<file path="src/rtl/cmp_bus_ctrl.sv">
// CPU-to-component bus bridge: serialises a CPU access into one or two byte
// strobes, then waits for the component's ack with a bounded timeout.
module cmp_bus_ctrl #(
    parameter logic [7:0] TIMEOUT = 8'd255
) (
    input  logic        clk,
    input  logic        rst,
    input  logic        cpu_req,
    input  logic        cpu_we,
    input  logic [11:0] cpu_addr,
    input  logic [15:0] cpu_wdata,
    output logic [31:0] cpu_rdata,
    output logic        cpu_rdy,
    output logic        cpu_busy,
    output logic        cpu_err,
    output logic [2:0]  cmp_sel,
    output logic [7:0]  cmp_addr,
    output logic [7:0]  cmp_byte,
    output logic        cmp_strobe,
    output logic        cmp_we,
    input  logic        cmp_rdy,
    input  logic [31:0] cmp_data
);

    typedef enum logic [2:0] {IDLE, SEND0, SEND1, WAIT, DONE} state_t;

    localparam logic [7:0] TO_LAST = TIMEOUT - 8'd1;

    state_t      state_q;
    logic [11:0] addr_q;
    logic [15:0] wdata_q;
    logic        we_q;
    logic [7:0]  cnt_q;
    logic [31:0] rdata_q;
    logic        rdy_q, busy_q, err_q;
    logic [2:0]  sel_q;
    logic [7:0]  byte_q;
    logic        strobe_q, cwe_q;

    // Outputs are all registered: each is loaded on the edge entering the
    // state in which it must be visible.
    always_ff @(posedge clk or posedge rst) begin
        if (rst) begin
            state_q  <= IDLE;
            addr_q   <= '0;
            wdata_q  <= '0;
            we_q     <= 1'b0;
            cnt_q    <= '0;
            rdata_q  <= '0;
            rdy_q    <= 1'b0;
            busy_q   <= 1'b0;
            err_q    <= 1'b0;
            sel_q    <= '0;
            byte_q   <= '0;
            strobe_q <= 1'b0;
            cwe_q    <= 1'b0;
        end else begin
            rdy_q    <= 1'b0;
            strobe_q <= 1'b0;
            cwe_q    <= 1'b0;
            byte_q   <= '0;
            case (state_q)
                IDLE: begin
                    if (cpu_req) begin
                        addr_q   <= cpu_addr;
                        wdata_q  <= cpu_wdata;
                        we_q     <= cpu_we;
                        err_q    <= 1'b0;
                        sel_q    <= (cpu_addr[11:8] == 4'd0) ? 3'd2 : 3'd3;
                        strobe_q <= 1'b1;
                        cwe_q    <= cpu_we;
                        byte_q   <= cpu_we ? cpu_wdata[7:0] : 8'h00;
                        busy_q   <= 1'b1;
                        state_q  <= SEND0;
                    end
                end
                SEND0: begin
                    if (we_q) begin
                        strobe_q <= 1'b1;
                        cwe_q    <= 1'b1;
                        byte_q   <= wdata_q[15:8];
                        state_q  <= SEND1;
                    end else begin
                        cnt_q   <= '0;
                        state_q <= WAIT;
                    end
                end
                SEND1: begin
                    cnt_q   <= '0;
                    state_q <= WAIT;
                end
                WAIT: begin
                    // An ack on the timeout cycle takes priority over the abort.
                    if (cmp_rdy) begin
                        if (!we_q) rdata_q <= cmp_data;
                        rdy_q   <= 1'b1;
                        state_q <= DONE;
                    end else if (cnt_q == TO_LAST) begin
                        if (!we_q) rdata_q <= '0;
                        err_q   <= 1'b1;
                        rdy_q   <= 1'b1;
                        state_q <= DONE;
                    end else begin
                        cnt_q <= cnt_q + 8'd1;
                    end
                end
                DONE: begin
                    busy_q  <= 1'b0;
                    state_q <= IDLE;
                end
                default: state_q <= IDLE;
            endcase
        end
    end

    assign cpu_rdata  = rdata_q;
    assign cpu_rdy    = rdy_q;
    assign cpu_busy   = busy_q;
    assign cpu_err    = err_q;
    assign cmp_sel    = sel_q;
    assign cmp_addr   = addr_q[7:0];
    assign cmp_byte   = byte_q;
    assign cmp_strobe = strobe_q;
    assign cmp_we     = cwe_q;

endmodule

</file>
<file path="config.mk">
export PLATFORM = sky130hd
export DESIGN_NAME = cmp_bus_ctrl
export DESIGN_NICKNAME = d
export VERILOG_FILES = /design/src/rtl/cmp_bus_ctrl.sv
export SDC_FILE = /design/constraint.sdc
export NUM_CORES = 1
export LEC_CHECK = 0
export CAP_MARGIN = 5
export CORE_MARGIN = 2
export CORE_UTILIZATION = 39
export CTS_CLUSTER_DIAMETER = 50
export DETAILED_ROUTE_END_ITERATION = 7
export GPL_ROUTABILITY_DRIVEN = 0
export PLACE_DENSITY = 0.76
export SYNTH_ARGS = -nofsm -noshare
export SYNTH_HDL_FRONTEND = slang
export SYNTH_SLANG_ARGS = --single-unit
export TNS_END_PERCENT = 1
</file>
<file path="constraint.sdc">
create_clock -name clk -period 2.13 [get_ports clk]
set_input_delay 0.213 -clock clk [delete_from_list [all_inputs] [get_ports clk]]
set_output_delay 0.213 -clock clk [all_outputs]
set_load 0.1 [all_outputs]
</file>
==> results.cfg, run 1 <==
[status]
status = completed

[detailed_routing]
drt-vias-per-instance = 5.04
dr.pass1.iters = 4
drt_iter0_drc = 97
via_count = 2255
ant_nets = 0
drt_wl_total_um = 6750
routedWlPerCell_um = 15.1
drc = 0

[cells_and_area]
stdcell_area_um2 = 4360
fin_nets = 410
fillerInstances = 605
seqCellArea_um2 = 1880
layout-drive-gt1-share = 0.296
antenna_cells = 0
area_growth_pct = 45.3
multi_input_area_um2 = 991
layout.cells.most_common = dfrtp_1
mostFrequentLayoutCells = 75 x dfrtp_1, 64 x clkdlybuf4s50_1, 60 x buf_4

[synthesis]
async_flop_share = 1.00
avgSynthCellArea_um2 = 13.6
netlist_instances = 221
synth_seq_cells = 75
ys_warn_count = 0
synth_cell_type_count = 44
synth-edff-count = 0
ys_seq_area_frac = 0.625
dominantRegCellSynth = dfrtp_1
syn_nets = 288
synth_area_um2 = 3000

[cts]
clk_pin_slew_ns = 0.08
postCtsSetupRepairBufs = 0
cts_root_buffer = clkbuf_8
cts_sinks = 75
clk_latency_ns = 0.34
tritoncts = done
cts_buffers = 9
cts_hold_buf = 0
cts.path.max_buffers = 2
htreeDepth = 3
post_cts_resized = 0

[floorplanning]
die_h_um = 91.7
die-area_um2 = 8410
fp.coreArea_um2 = 7370
initial_utilization = 0.407
num_rows = 31
ioPinCount = 121
chipWidth_um = 91.7

[global_route]
grt_pass1_wl_um = 11000
grt_pass1_vias = 2178
grt_overflow_total = 0
antenna_found_initial = 0
grt_max_degree = 33
grt_use_total = 0.164

[hold_path]
hold_path.class = in2async

[place]
hpwlAfterDp_um = 4900
pre_cts_ws_ns = 0.296
placed_cell_area_um2 = 4150
io_buffers = 119

[setup_path]
crit_path_start_kind = register
path_buf_inv = 1
cp.required_ns = 2.35
path_cells = and3b_1 > nor2b_4 > o21ai_2 > buf_4 > a22o_1
r2r_cells = 5
end_kind = register
path_delay_family = simple AND/OR/NAND/NOR gates
cp_num_cells = 5
cp_slowest_stage_delay_ns = 0.46
cp_slowest_cell = dfrtp_1
crit_fanout = 32
arrival_ns = 2.02
criticalPathCategory = reg2reg

[sta]
setup_violations = 0
tightest_slew_ns = 0.637
hold_slack_ns = 0.247
fin_crit_sh = 0.843
worst_slack_ns = 0.335
finalSetupTns_ns = 0
slew_headroom = 0.573
final_hold_viol_count = 0
maxSlewViolCount = 0
skew_ns = 0.0111
period_needed_ns = 1.80
grt_setup_unrepaired = false
timing.fmax_mhz = 557

[job]
drv_cap = 0
-- synth_stat cells, types with 2 or more instances --
library cell,instances,area (µm²)
or4_1,2,15.0
o21a_1,2,15.0
inv_1,6,22.5
a21oi_1,5,25.0
o21ai_0,4,20.0
buf_6,5,56.3
o211ai_1,2,15.0
buf_4,2,15.0
nor2_1,5,18.8
or2_2,2,12.5
and3_1,3,18.8
ha_1,2,25.0
nand2b_1,2,12.5
a21o_1,2,15.0
a22o_1,40,350
mux2_2,17,191
nand2_1,7,26.3
dfrtp_1,75,1880
nand3_1,6,30.0
buf_2,8,40.0
-- state kept, by name, summed over array words and instances, names as in the netlist --
signal and flops:
cmp_we 1, we_q 1, cpu_err 1, cpu_busy 1, wdata_q 8, cmp_sel 2, cpu_rdy 1, cpu_rdata 32
addr_q 8, cmp_byte 8, state_q 3, cnt_q 8, cmp_strobe 1
-- layer usage --
layer,global-route usage,up-vias,part of all wire
li1,-,1059,-
met1,0.225,1106,0.43
met2,0.252,81,0.49
met3,0.0427,9,0.065
met4,0.0622,0,0.013
met5,0,-,0
-- logic make-up after synthesis --
kind of cell | share of synthesized area
AOI/OAI and AO/OA | 0.170
adders and majority gates | 0.00834
buffers and inverters | 0.0446
DFF | 0.625
muxes | 0.0671
and+or+nand+nor | 0.0805
xor gates and xnor gates | 0.00292
other | 0.00125
-- final timing paths --
| kind | to | start | slack [ns] |
|---|---|---|---|
| max | cpu_rdata[4]$_DFFE_PP0P_ | state_q[2]$_DFFE_PP0P_ | 0.33 |
| min | cmp_byte[3]$_DFF_PP0_ | rst | 0.25 |
| max reg2reg | cpu_rdata[4]$_DFFE_PP0P_ | state_q[2]$_DFFE_PP0P_ | 0.33 |
| min reg2reg | cmp_sel[1]$_DFFE_PP0P_ | cmp_sel[1]$_DFFE_PP0P_ | 0.49 |
| max in group asynchronous | state_q[2]$_DFFE_PP0P_ | rst | 1.33 |
| min in group clk | cpu_rdata[28]$_DFFE_PP0P_ | cmp_data[28] | 0.46 |
-- stage by stage --
stage / util / std cells
floorplan: - / 221
global placement: 0.562 / 431
detailed placement: 0.562 / 431
CTS: 0.592 / 447
global route: 0.592 / 447
finish: 0.592 / 447
-- worst register-to-register path: stages (launching register included) --
cell	delay, ns
dfrtp_1	0.46
and3b_1	0.43
nor2b_4	0.22
o21ai_2	0.05
buf_4	0.23
a22o_1	0.29
-- layout make-up --
class                   instances  share of cell area
flip-flops and latches         75               0.430
repair buffers                126               0.259
multi-input cells             125               0.227
clock buffers                  10              0.0293
well taps                      99              0.0284
clock inverters                 6              0.0204
inverters                       6             0.00516
Power of run 1 is not shown: default switching activity piles up to over one toggle a cycle in this logic, so the estimate is an artifact.
==> inputs of run 2 (changes only) <==
--- a/config.mk
+++ b/config.mk
@@ -7,11 +7,11 @@
 export LEC_CHECK = 0
 export CAP_MARGIN = 5
 export CORE_MARGIN = 2
-export CORE_UTILIZATION = 39
+export CORE_UTILIZATION = 43
 export CTS_CLUSTER_DIAMETER = 50
 export DETAILED_ROUTE_END_ITERATION = 7
 export GPL_ROUTABILITY_DRIVEN = 0
-export PLACE_DENSITY = 0.76
+export PLACE_DENSITY = 0.8
 export SYNTH_ARGS = -nofsm -noshare
 export SYNTH_HDL_FRONTEND = slang
 export SYNTH_SLANG_ARGS = --single-unit
==> constraint.sdc (replaced) <==
create_clock -name clk -period 1.7 [get_ports clk]
set_input_delay 0.17 -clock clk [delete_from_list [all_inputs] [get_ports clk]]
set_output_delay 0.17 -clock clk [all_outputs]
set_load 0.1 [all_outputs]
==> run 2 against run 1 <==
Worst setup slack worse by 0.23 ns. Highest routed layer unchanged. Wire length is 2.9% lower. Largest cell class unchanged. Count of clock-buffer cells in the layout is 1 higher.
==> results.cfg, run 2 (synthesis gave the netlist of run 1 again) <==
[status]
status = completed

[setup_path]
criticalPathCategory = reg2reg
worstReg2RegStart = cnt_q[0]$_DFFE_PP0P_
arrival_ns = 1.81
end_kind = register
cp_slowest_stage_delay_ns = 0.39
r2r_cells = 7
path_cells = inv_1 > ha_1 > nand3_1 > nor2_1 > o21ai_2 > buf_12 > a22o_1
crit_path_start_kind = register
cp_slowest_cell = dfrtp_1
path_delay_family = flip-flops
cp.required_ns = 1.92
critPathLaunch = cnt_q[0]$_DFFE_PP0P_
crit_fanout = 32
path_buf_inv = 2
r2r-end = cpu_rdata[15]$_DFFE_PP0P_
r2r_slack_ns = 0.11

[cells_and_area]
largest_reg_flops = 32
seqCellArea_um2 = 1880
antenna_cells = 0
fillerInstances = 502
area_growth_pct = 47.1
utilization = 0.654
fin_nets = 416
mostFrequentLayoutCells = 75 x dfrtp_1, 64 x clkdlybuf4s50_1, 63 x buf_4
layout.cells.most_common = dfrtp_1
multi_input_area_um2 = 996
layout-drive-gt1-share = 0.314

[place]
pre_cts_ws_ns = 0.0341
hpwlAfterDp_um = 4720
io_buffers = 119

[global_route]
grt_pass1_wl_um = 9740
grt_overflow_total = 0
antenna_found_initial = 0
grt_pass1_vias = 2150
grt_use_total = 0.164
grt_max_degree = 44

[job]
drv_cap = 0

[sta]
maxSlewViolCount = 0
skew_ns = 0.00924
grt_setup_unrepaired = false
timing.fmax_mhz = 628
finalSetupTns_ns = 0
final_hold_viol_count = 0
worst_slack_ns = 0.106
setup_violations = 0
fin_crit_sh = 0.937
period_needed_ns = 1.59

[hold_path]
hold_path.class = in2async

[cts]
clk_latency_ns = 0.34
cts_root_buffer = clkbuf_8
htreeDepth = 3
cts.path.max_buffers = 2
cts_buffers = 9
clk_pin_slew_ns = 0.08
cts_sinks = 75
tritoncts = done
postCtsSetupRepairBufs = 0

[detailed_routing]
drc = 0
via_count = 2257
routedWlPerCell_um = 15.1
drt-vias-per-instance = 5.20
drt_wl_total_um = 6550
dr.pass1.iters = 4
ant_nets = 0
drt_iter0_drc = 74

[floorplanning]
initial_utilization = 0.444
die-area_um2 = 7670
die_h_um = 87.6
chipWidth_um = 87.6
fp.coreArea_um2 = 6760
num_rows = 30
ioPinCount = 121
==> run 2: repair_timing <==
item / 4_1_cts / 5_1_grt
setup endpoints to repair: 0 / 5
resized for setup: 0 / 2
hold buffers: 0 / 0
==> run 2: through the flow <==
stage / instance area (µm²) / cells / hold WS [ns]
6_report: 4420 / 434 / 0.231
5_1_grt: 4420 / 434 / 0.261
2_1_floorplan: 3010 / 221 / 0.301
3_5_place_dp: 4210 / 418 / 0.469
3_3_place_gp: 4210 / 418 / 0.466
4_1_cts: 4410 / 434 / 0.233
==> run 2: how the worst max path moves through the flow <==
stage	end	slack (ns)	depth (start not counted)
after floorplan	cpu_rdata[0]$_DFFE_PP0P_	0.13	8
after global placement	cnt_q[6]$_DFFE_PP0P_	0.08	5
after detailed placement	cnt_q[6]$_DFFE_PP0P_	0.03	5
after CTS	cpu_rdata[15]$_DFFE_PP0P_	0.1	7
after global routing	addr_q[3]$_DFFE_PP0P_	0.002	4
final	cpu_rdata[15]$_DFFE_PP0P_	0.11	7
==> run 2: worst register-to-register path: cells and delay by family (launching register included) <==
family,cells,cell delay [ns]
flops,1,0.39
fa+ha+maj,1,0.18
compound gates,2,0.35
buf+inv,2,0.27
simple gates,2,0.30
==> run 2: layout make-up <==
cell class / count / share of cell area
Clock inverter: 5 / 0.0139
Sequential cell: 75 / 0.425
Multi-Input combinational cell: 125 / 0.226
Tap cell: 80 / 0.0227
Timing Repair Buffer: 132 / 0.275
Inverter: 6 / 0.00595
Clock buffer: 11 / 0.0320
==> run 2: routing by layer <==
layer,up-vias,GRT usage,wire length (µm)
met2,77,0.265,3180
met1,1098,0.204,2850
li1,1071,-,-
met5,-,0,0
met3,11,0.0490,362
met4,0,0.0727,152
Power of run 2 is left out for the same reason.
==> inputs of run 3 (changes only) <==
--- a/config.mk
+++ b/config.mk
@@ -11,6 +11,7 @@
 export CTS_CLUSTER_DIAMETER = 50
 export DETAILED_ROUTE_END_ITERATION = 7
 export GPL_ROUTABILITY_DRIVEN = 0
+export HOLD_SLACK_MARGIN = 0.08
 export PLACE_DENSITY = 0.8
 export SYNTH_ARGS = -nofsm -noshare
 export SYNTH_HDL_FRONTEND = slang
==> results of run 3 <==
No change in the layout: final DEF, timing and power equal those of run 2.
Power of run 3 is left out for the same reason.
==> RTL edit 1, RTL diff (flow settings as in run 2) <==
Encoding of `state_t`: now one-hot (5 bits for 5 states).
--- a/src/rtl/cmp_bus_ctrl.sv
+++ b/src/rtl/cmp_bus_ctrl.sv
@@ -24,3 +24,3 @@
 
-    typedef enum logic [2:0] {IDLE, SEND0, SEND1, WAIT, DONE} state_t;
+    typedef enum logic [4:0] {IDLE = 5'b00001, SEND0 = 5'b00010, SEND1 = 5'b00100, WAIT = 5'b01000, DONE = 5'b10000} state_t;
 
Formal check against the unedited RTL: same outputs for any inputs over 10 cycles, from zero or initial values and one cycle with rst high; not proved beyond that.
==> RTL edit 1 against run 2 <==
Die area increased by 11%. Clock skew increased by 0.0078 ns. The flow now finishes with violations (setup timing). Wire length increased by 27%. Utilization increased by 2.8 points. Via count increased by 20%. Count of clock-buffer cells in the layout decreased by 1. Area after synthesis increased by 12%. Sequential cell count increased by 2. Design area increased by 18%. Setup slack got worse by 0.34 ns.
==> RTL edit 1: results <==
group,metric,value,unit
placed_design,pre_cts_ws,-0.205,ns
yosys,ys_types,46,
layout,drive_gt1_frac,0.324,
sta,fmax,0.517,GHz
global_route,grt_pass1_wl,12900,um
sta,final-setup-viol-count,49,
run_status,status,"complete, but fails checks",
yosys,synth_nets,357,
yosys,synthCells,290,
sta,fin_ws,-0.234,ns
critical_path,path_buf_inv,3,
global_route,met1_usage,0.247,
drt,dr_total_vias,2703,
placed_design,postPlaceCellArea,0.00474,sq mm
yosys,yosys-top-cells-count,"76 x dfrtp_1, 38 x inv_1, 38 x nand2_1",
sta,finalClockSkew,0.0171,ns
critical_path,timing.critical_path.max_delay_family,"buffers and inverters",
layout,n_fill_cell,554,
drt,wl_per_cell,15.3,um
layout,clkCellAreaFrac,0.0454,
critical_path,arrival,2.19,ns
run_status,violations,"setup timing",
layout,nets,506,
drt,drt_iter0_drc,97,
clock_network,clock_sinks,77,
drt,met2_length,3970,um
clock_network,cts.repair.resized,12,
sta,tns,-6.53,ns
placed_design,dp.cells,524,
layout,seq_share,0.370,
sta,timing.hold.ws,0.234,ns
layout,multi_input_area_share,0.249,
global_route,grt_util_met3,0.0545,
die,core,0.00765,sq mm
drt,routed_wl,8330,um
global_route,grt_max_degree,48,
yosys,ys_seq_area_frac,0.574,
global_route,use_met2,0.310,
yosys,synthTopCellsByArea,"dfrtp_1 57%, mux2i_1 9.8%, mux2_2 6.0%, inv_1 4.2%, nand2_1 4.2%",
## RTL edit 1: report_power, final
group	total [mW]	switching [mW]	internal, mW
Combinational	6.29	4.65	1.64
Sequential	2.88	0.387	2.49
Clock	1.62	0.642	0.976
Total	10.8	5.67	5.11
## RTL edit 1: path summary, 6_finish.rpt
path	endpoint	depth (start not counted)
min	cpu_rdata[13]	3
max	cpu_rdata[27]	8
min reg2reg	cmp_sel[1]	1
max in group asynchronous	state_q[0]	3
min in group clk	cpu_rdata[25]	3
max reg2reg	cpu_rdata[27]	8
## RTL edit 1: kinds of logic after synthesis
kind of cell	count (synthesis)	share of synthesized area
other	1	0.00112
XOR/XNOR	1	0.00261
adder cells (fa/ha/maj)	2	0.00745
AND/OR/NAND/NOR	72	0.107
flip-flops	77	0.574
buffers and inverters	53	0.0730
multiplexers	51	0.159
AO/OA/AOI/OAI	33	0.0767
==> RTL edit 2, RTL diff (flow settings as in run 2) <==
Without the edit above. `TIMEOUT`: 8'd255 -> 8'd127.
--- a/src/rtl/cmp_bus_ctrl.sv
+++ b/src/rtl/cmp_bus_ctrl.sv
@@ -3,3 +3,3 @@
 module cmp_bus_ctrl #(
-    parameter logic [7:0] TIMEOUT = 8'd255
+    parameter logic [7:0] TIMEOUT = 8'd127
 ) (
Behaviour: no difference found for any inputs over 4 cycles, from zero or initial values and one cycle with rst high; that may be too few to reach the edited logic, so the function may still have changed.
==> RTL edit 2 against run 2 <==
Wire length rose by 6.6%. Design area increased by 0.88%. Final cell count grew 1.6%. Critical path type unchanged. Clock skew up 0.00087 ns. Via count grew 3.1%. Area after synthesis is 0.25% lower. Sequential share of layout area decreased by 0.37 points. First-iteration DRC count up 18%. Setup slack worse by 0.033 ns. Global-route usage grew 2.0 points. Sequential cell count did not move.
Power is not shown: default switching activity piles up to over one toggle a cycle in this logic, so the estimate is an artifact.
==> RTL edit 2: results <==
group,metric,value,unit
run_status,status,"completed",
layout,n_antenna_cell,0,
critical_path,crit_start,"cnt_q[4]",
global_route,grt_pass1_wl,10800,um
placed_design,pre_cts_ws,0.0579,ns
yosys,ys_warn_count,0,
yosys,synth_nets,294,
drt,wl_per_cell,15.8,um
critical_path,endpoint,"cpu_rdata[3]",
worst_hold_path,hold_path_class,"input port to asynchronous set/reset pin",
layout,nets,423,
clock_network,clockBufferDepth,2,
global_route,antenna_found_initial,0,
critical_path,rrSetupSlack,0.07,ns
critical_path,critical_path.max_stage_delay,0.43,ns
clock_network,clk_latency,0.34,ns
global_route,grt_max_degree,34,
clock_network,cts.repair.resized,0,
clock_network,numCtsBuffers,9,
clock_network,h-tree-depth,3,
drt,drt_iter0_drc,87,
critical_path,cp_max_fo,32,
drt,drtPass1Iterations,4,
yosys,synth_edf_count,0,
yosys,ys_seq_area_frac,0.627,
clock_network,clkTransAtPathRegs,0.08,ns
yosys,synthTopCellsByArea,"dfrtp_1 63%, a22o_1 12%, mux2_2 6.4%, nor2_1 2.1%, buf_2 1.7%",
sta,fin_crit_sh,0.957,
yosys,async_reset_ff_frac,1.00,
yosys,yosys-top-cells-count,"75 x dfrtp_1, 40 x a22o_1, 17 x mux2_2, 17 x nor2_1, 10 x buf_2",
critical_path,timing.critical_path.max_delay_family,"simple AND/OR/NAND/NOR gates",
clock_network,root_buffer,"clkbuf_8",
yosys,ys_types,40,
global_route,grt_use_total,0.184,
drt,viasPerCell,5.28,
clock_network,ctsHoldBuffers,0,
global_route,grt_pass1_vias,2275,
critical_path,arrival,1.85,ns
layout,drive_gt1_frac,0.307,
critical_path,reg2reg_depth,5,
clock_network,postCtsSetupRepairBufs,0,
placed_design,dp_hpwl,5050,um
sta,finalClockSkew,0.0101,ns
[RTL edit 2: cell types whose count changed after synthesis, moves of 2 or more]
cell	run 2	this run
and3_1	3	1
buf_2	8	10
buf_6	5	1
nand3_1	6	2
nand3b_1	0	2
nand4_1	0	2
nor2_1	5	17
o211ai_1	2	4
o21a_1	2	0
o2bb2ai_1	0	2
or4_1	2	0
[RTL edit 2: metal layers]
layer  up-vias  global-route usage  wire length (um)
li1       1083                   -                 -
met1      1137               0.236              2900
met2        97               0.288              3470
met3        10              0.0493               491
met4         0              0.0867               125
met5         -                   0                 0
[RTL edit 2: how the worst min path moves through the flow]
stage                start            end  depth (start not counted)
6_report               rst    cmp_byte[7]                          2
4_1_cts                rst    cmp_byte[4]                          2
5_1_grt                rst  cpu_rdata[12]                          2
3_3_place_gp    cmp_sel[1]     cmp_sel[1]                          1
3_5_place_dp    cmp_sel[1]     cmp_sel[1]                          1
2_1_floorplan  cmp_data[0]   cpu_rdata[0]                          1
[RTL edit 2: cells by family after synthesis]
logic type,count (synthesis),synth area share
other,1,0.00125
XOR/XNOR,2,0.00585
adder cells (fa/ha/maj),2,0.00836
AND/OR/NAND/NOR,44,0.0832
buffers and inverters,21,0.0368
AO/OA/AOI/OAI,65,0.174
flip-flops,75,0.627
multiplexers,17,0.0639
[RTL edit 2: worst reg2reg max path, stage by stage (launching register included)]
cell and delay, ns:
dfrtp_1 0.43, nand4_1 0.29, nor2_4 0.27, o21ai_2 0.10
buf_12 0.17, a22o_1 0.26
[RTL edit 2: per-stage QoR]
| stage | hold slack [ns] | TNS (ns) | cell area, sq um | cells |
|---|---|---|---|---|
| floorplan | 0.303 | 0 | 3000 | 227 |
| global placement | 0.456 | 0 | 4250 | 425 |
| detailed placement | 0.460 | 0 | 4250 | 425 |
| CTS | 0.170 | 0 | 4450 | 441 |
| global route | 0.193 | -0.0413 | 4450 | 441 |
| finish | 0.169 | 0 | 4450 | 441 |
[RTL edit 2: area by class of cell]
| cell class | count | area (sq um) |
|---|---|---|
| multi-input cells | 131 | 1020 |
| clock buffers | 10 | 128 |
| well taps | 80 | 100 |
| clock inverters | 6 | 65.1 |
| repair buffers | 133 | 1230 |
| flip-flops and latches | 75 | 1880 |
| fillers | 521 | 2300 |
| inverters | 6 | 26.3 |
